$ cat src/rtl/fft_frame_ctrl.sv
// fft_frame_ctrl: frame sequencer for a 32-point streaming FFT core.
// Latches direction/scaling config, issues the core start and config-write
// strobes, meters N input samples under an rfd-gated handshake and frames
// the core's result stream with index and last-bin markers.
// Optional watchdog: define FFT_CTRL_TIMEOUT_EN to build the WAIT/LOAD
// timeout counter and the sticky err_timeout flag.
module fft_frame_ctrl #(
  parameter int          N_LOG2    = 5,
  parameter logic [5:0]  SCALE_DEF = 6'b101010
`ifdef FFT_CTRL_TIMEOUT_EN
  ,
  parameter int          TIMEOUT   = 255
`endif
) (
  input  logic              clk,
  input  logic              reset,
  input  logic              cfg_we,
  input  logic              cfg_inv,
  input  logic [5:0]        cfg_scale,
  input  logic              in_valid,
  output logic              in_ready,
  output logic              core_ce,
  output logic              core_start,
  output logic              core_fwd_inv,
  output logic              core_fwd_inv_we,
  output logic [5:0]        core_scale_sch,
  output logic              core_scale_sch_we,
  output logic [N_LOG2-1:0] core_xn_index,
  input  logic              core_rfd,
  input  logic              core_dv,
  input  logic [N_LOG2-1:0] core_xk_index,
  output logic              out_valid,
  output logic [N_LOG2-1:0] out_index,
  output logic              out_last,
  output logic              busy,
  output logic              err_timeout
);

  typedef enum logic [2:0] {
    S_IDLE,
    S_CFG,
    S_LOAD,
    S_WAIT,
    S_UNLOAD
  } state_t;

  localparam logic [N_LOG2-1:0] LAST_IDX = '1;

  state_t state, state_d;
  logic   inv_q;
  logic [5:0] scale_q;
  logic   accept;
  logic   out_active;
  logic   wd_fire;

  assign in_ready   = (state == S_LOAD) && core_rfd;
  assign accept     = in_ready && in_valid;
  assign busy       = (state != S_IDLE);

  // Config strobes are a pure decode of the single CFG cycle, so they are
  // exactly one cycle wide and cannot repeat within a frame.
  assign core_start        = (state == S_CFG);
  assign core_fwd_inv_we   = (state == S_CFG);
  assign core_scale_sch_we = (state == S_CFG);
  assign core_fwd_inv      = !inv_q;
  assign core_scale_sch    = scale_q;

  // Result path is a zero-latency pass-through, qualified by state.
  assign out_active = (state == S_WAIT) || (state == S_UNLOAD);
  assign out_valid  = out_active && core_dv;
  assign out_index  = out_active ? core_xk_index : '0;
  assign out_last   = out_valid && (core_xk_index == LAST_IDX);

`ifdef FFT_CTRL_TIMEOUT_EN
  logic [7:0] wd_cnt;
  logic       wd_run;

  // Counts only while stuck: WAIT without dv, or LOAD with the core stalled.
  // Any other cycle clears it, which also clears it on entry to WAIT.
  assign wd_run  = ((state == S_WAIT) && !core_dv) || ((state == S_LOAD) && !core_rfd);
  assign wd_fire = wd_run && (wd_cnt == 8'(TIMEOUT - 1));

  // Watchdog counter and sticky error flag.
  always_ff @(posedge clk or negedge reset) begin
    if (!reset) begin
      wd_cnt      <= '0;
      err_timeout <= 1'b0;
    end else begin
      wd_cnt <= wd_run ? wd_cnt + 8'd1 : 8'd0;
      if (wd_fire) err_timeout <= 1'b1;
    end
  end
`else
  assign wd_fire     = 1'b0;
  assign err_timeout = 1'b0;
`endif

  // State register, clock enable, latched config and input sample index.
  always_ff @(posedge clk or negedge reset) begin
    if (!reset) begin
      state         <= S_IDLE;
      core_ce       <= 1'b0;
      inv_q         <= 1'b0;
      scale_q       <= SCALE_DEF;
      core_xn_index <= '0;
    end else begin
      // NOTE: non-blocking assignments here so every register samples
      // pre-edge values regardless of statement order.
      state   <= state_d;
      core_ce <= 1'b1;
      if ((state == S_IDLE) && cfg_we) begin
        inv_q   <= cfg_inv;
        scale_q <= cfg_scale;
      end
      if ((state == S_CFG) || wd_fire)
        core_xn_index <= '0;
      else if (accept)
        core_xn_index <= core_xn_index + 1'b1;  // wraps to 0 after the last sample
    end
  end

  // Next-state decode.
  always_comb begin
    // NOTE: default first so every path assigns state_d and no latch forms.
    state_d = state;
    unique case (state)
      S_IDLE:   if (in_valid) state_d = S_CFG;
      S_CFG:    state_d = S_LOAD;
      S_LOAD:   if (accept && (core_xn_index == LAST_IDX)) state_d = S_WAIT;
      S_WAIT:   if (out_last) state_d = S_IDLE;
                else if (core_dv) state_d = S_UNLOAD;
      S_UNLOAD: if (out_last) state_d = S_IDLE;
      default:  state_d = S_IDLE;
    endcase
    if (wd_fire) state_d = S_IDLE;
  end

endmodule

$ cat config.mk
export PLATFORM = sky130hd
export DESIGN_NAME = fft_frame_ctrl
export DESIGN_NICKNAME = d
export VERILOG_FILES = /design/src/rtl/fft_frame_ctrl.sv
export SDC_FILE = /design/constraint.sdc
export NUM_CORES = 1
export LEC_CHECK = 0
export ABC_AREA = 1
export ABC_CLOCK_PERIOD_IN_PS = 4100
export CORE_UTILIZATION = 42
export CTS_CLUSTER_DIAMETER = 40
export DETAILED_ROUTE_END_ITERATION = 10
export GPL_ROUTABILITY_DRIVEN = 0
export PLACE_DENSITY = 0.83
export SLEW_MARGIN = 5
export SYNTH_ARGS = -nofsm -noshare
export SYNTH_HDL_FRONTEND = slang
export SYNTH_SLANG_ARGS = --single-unit
export TNS_END_PERCENT = 5
$ cat constraint.sdc
create_clock -name clk -period 4.1 [get_ports clk]
set_clock_uncertainty 0.1 [all_clocks]
set_input_delay 0.82 -clock clk [delete_from_list [all_inputs] [get_ports clk]]
set_output_delay 0.82 -clock clk [all_outputs]
set_load 0.03 [all_outputs]
==> impl_metrics.json <==
{
  "drt-total-wl_um": 1890,
  "fin_crit_ps": 3300,
  "syn_area_um2": 895,
  "grt_pass1_wl_um": 2900,
  "critPathMaxFanout": 4,
  "cts_resized": 0,
  "globalRouteTotalUtil_pct": 18.3,
  "clockBufferDepth": 2,
  "leakage_nw": 0.648,
  "ir_drop_mv": 0.470,
  "grt_pass1_vias": 767,
  "antenna_found_initial": 0,
  "reg2reg_from": "core_xn_index[0]$_DFFE_PN0P_",
  "pin_count": 44,
  "cts_htree_levels": 1,
  "clk_latency_ps": 290,
  "final-seq-area_um2": 404,
  "final_common_cell": "clkdlybuf4s50_1",
  "timing.final.crit_share_pct": 80.4,
  "synth_seq_area_share_pct": 45.2,
  "holdCritPathClass": "reg2reg",
  "drtIter0Drc": 10,
  "worstHoldStart": "core_scale_sch[2]$_DFFE_PN0P_",
  "crit_chain": "clkdlybuf4s50_1 > inv_1 > nor3_4 > clkdlybuf4s50_1",
  "final-setup-viol-count": 0,
  "cp-startpoint": "core_rfd",
  "cts-root-buf": "clkbuf_4",
  "finalHoldViolations": 0,
  "end_kind": "output port",
  "fmax_mhz": 303,
  "numCtsBuffers": 3,
  "final_nets": 167,
  "drc": 0,
  "worstPathArrival_ps": 2380,
  "via_count": 831,
  "place_hpwl_um": 1540,
  "die_w_um": 48.2,
  "path_clk_slew_ps": 90,
  "drive_gt1_share_pct": 14.4,
  "numClockSinks": 16,
  "avgSynthCellArea_um2": 8.69,
  "synthCells": 103,
  "worstSetupStartpointType": "input port",
  "multi_input_area_um2": 389,
  "portBuffers": 42,
  "die_area_mm2": 0.00232,
  "die_h_um": 48.2,
  "crit_type": "in2out",
  "tns_ps": 0,
  "cp_common_cell": "clkdlybuf4s50_1",
  "ys_ff_latch": 16,
  "grt_overflow": 0,
  "worst_pin_slew_ps": 677,
  "firstDrtPassIters": 4,
  "grt_max_degree": 17,
  "synth_fp_nets": 123,
  "layout_common_cells": "42 x clkdlybuf4s50_1, 19 x inv_1, 14 x nand2_1",
  "detail-route-antenna-nets": 0,
  "dpl_cell_area_mm2": 0.00133,
  "syn_to_final_growth_pct": 51.2,
  "wl_per_cell_um": 10.9,
  "coreArea_mm2": 0.00198,
  "yosys_warnings": 0,
  "ctsHoldBuffers": 0,
  "slew_violations": 0,
  "crit_slowest_cell": "clkdlybuf4s50_1",
  "num_rows": 16,
  "max_slew_margin_pct": 54.7,
  "worstPathRequired_ps": 3180,
  "initial_core_util_pct": 45.1,
  "outcome": "finished, final reports clean",
  "final_cell_area_mm2": 0.00135,
  "rsz0062_at_grt": "no",
  "final_util_pct": 68.2,
  "cellPowerDensity_mw_per_mm2": 682,
  "critical-path-max-stage-delay_ps": 710,
  "maxCapViolCount": 0,
  "synth_cell_types": 24,
  "nFillCells": 166,
  "antenna_cells": 0,
  "post_cts_buffers": 0,
  "post_drt_via_cell_ratio": 4.80,
  "cts_tree": "yes"
}
==> through the flow <==
step | setup WS (ps) | power, mW | hold slack [ps] | instances
final | 802 | 0.922 | 415 | 173
after global routing | 729 | 0.982 | 431 | 173
after CTS | 806 | 0.929 | 414 | 173
after detailed placement | 810 | 0.842 | 397 | 169
after global placement | 811 | 0.832 | 390 | 169
after floorplan | 1900 | 0.637 | 402 | 103
==> worst max-delay path: cells and delay by family <==
| family | cells | cell delay [ps] |
|---|---|---|
| and+or+nand+nor | 1 | 230 |
| buffers and inverters | 3 | 1330 |
==> path summary, 6_finish.rpt <==
kind	to	slack [ps]	cells past startpoint
max	in_ready	800	4
min	core_scale_sch[2]$_DFFE_PN0P_	410	1
max reg2reg	state[0]$_DFFE_PN0P_	2440	8
min reg2reg	core_scale_sch[2]$_DFFE_PN0P_	410	1
max in group asynchronous	inv_q$_DFFE_PN0P_	2630	1
min in group asynchronous	core_ce$_DFF_PN0_	830	1
==> synthesized netlist by cell type (all sizes together) <==
master	count	area share [%]
nand4	2	1.4
buf	3	2.5
nand2	14	5.9
nor3	2	2.4
xor2	1	0.98
a31oi	1	0.70
conb	2	0.84
nor2	16	8.7
a21oi	1	0.56
o31ai	1	0.84
inv	21	8.8
mux2	6	7.6
nand3	12	9.2
ha	2	2.8
dfrtp	13	36
dfstp	3	8.8
o21ai	3	1.7
==> sequential cells by signal (all words and copies together) (netlist names) <==
signal / flops
state: 3
core_ce: 1
core_xn_index: 5
inv_q: 1
core_scale_sch: 6
==> area by class of cell <==
cell class | instances | area share, %
repair buffers | 42 | 31.1
flip-flops and latches | 16 | 29.9
multi-input cells | 63 | 28.8
inverters | 21 | 5.83
well taps | 27 | 2.50
clock buffers | 4 | 1.94
==> routing by layer <==
layer | global-route usage, % | share of wire, %
met5 | 0 | 0
met4 | 10.6 | 1.3
met3 | 4.81 | 9.1
met2 | 30.7 | 48
met1 | 21.0 | 41
==> cells by family after synthesis <==
family                     Yosys count  share of synthesized area [%]
DFF                                 16                           45.2
other                                2                          0.839
buffers and inverters               24                           11.3
muxes                                6                           7.55
and+or+nand+nor                     46                           27.6
AOI/OAI and AO/OA                    6                           3.78
adders and majority gates            2                           2.80
xor gates and xnor gates             1                          0.979
==> report_power, final <==
part	internal, mW	switching (mW)	leakage [nW]
logic	0.233	0.337	0.437
registers	0.226	0.0399	0.196
clock network	0.0378	0.0485	0.0150
No activity file was read; power rests on OpenSTA's default activity.
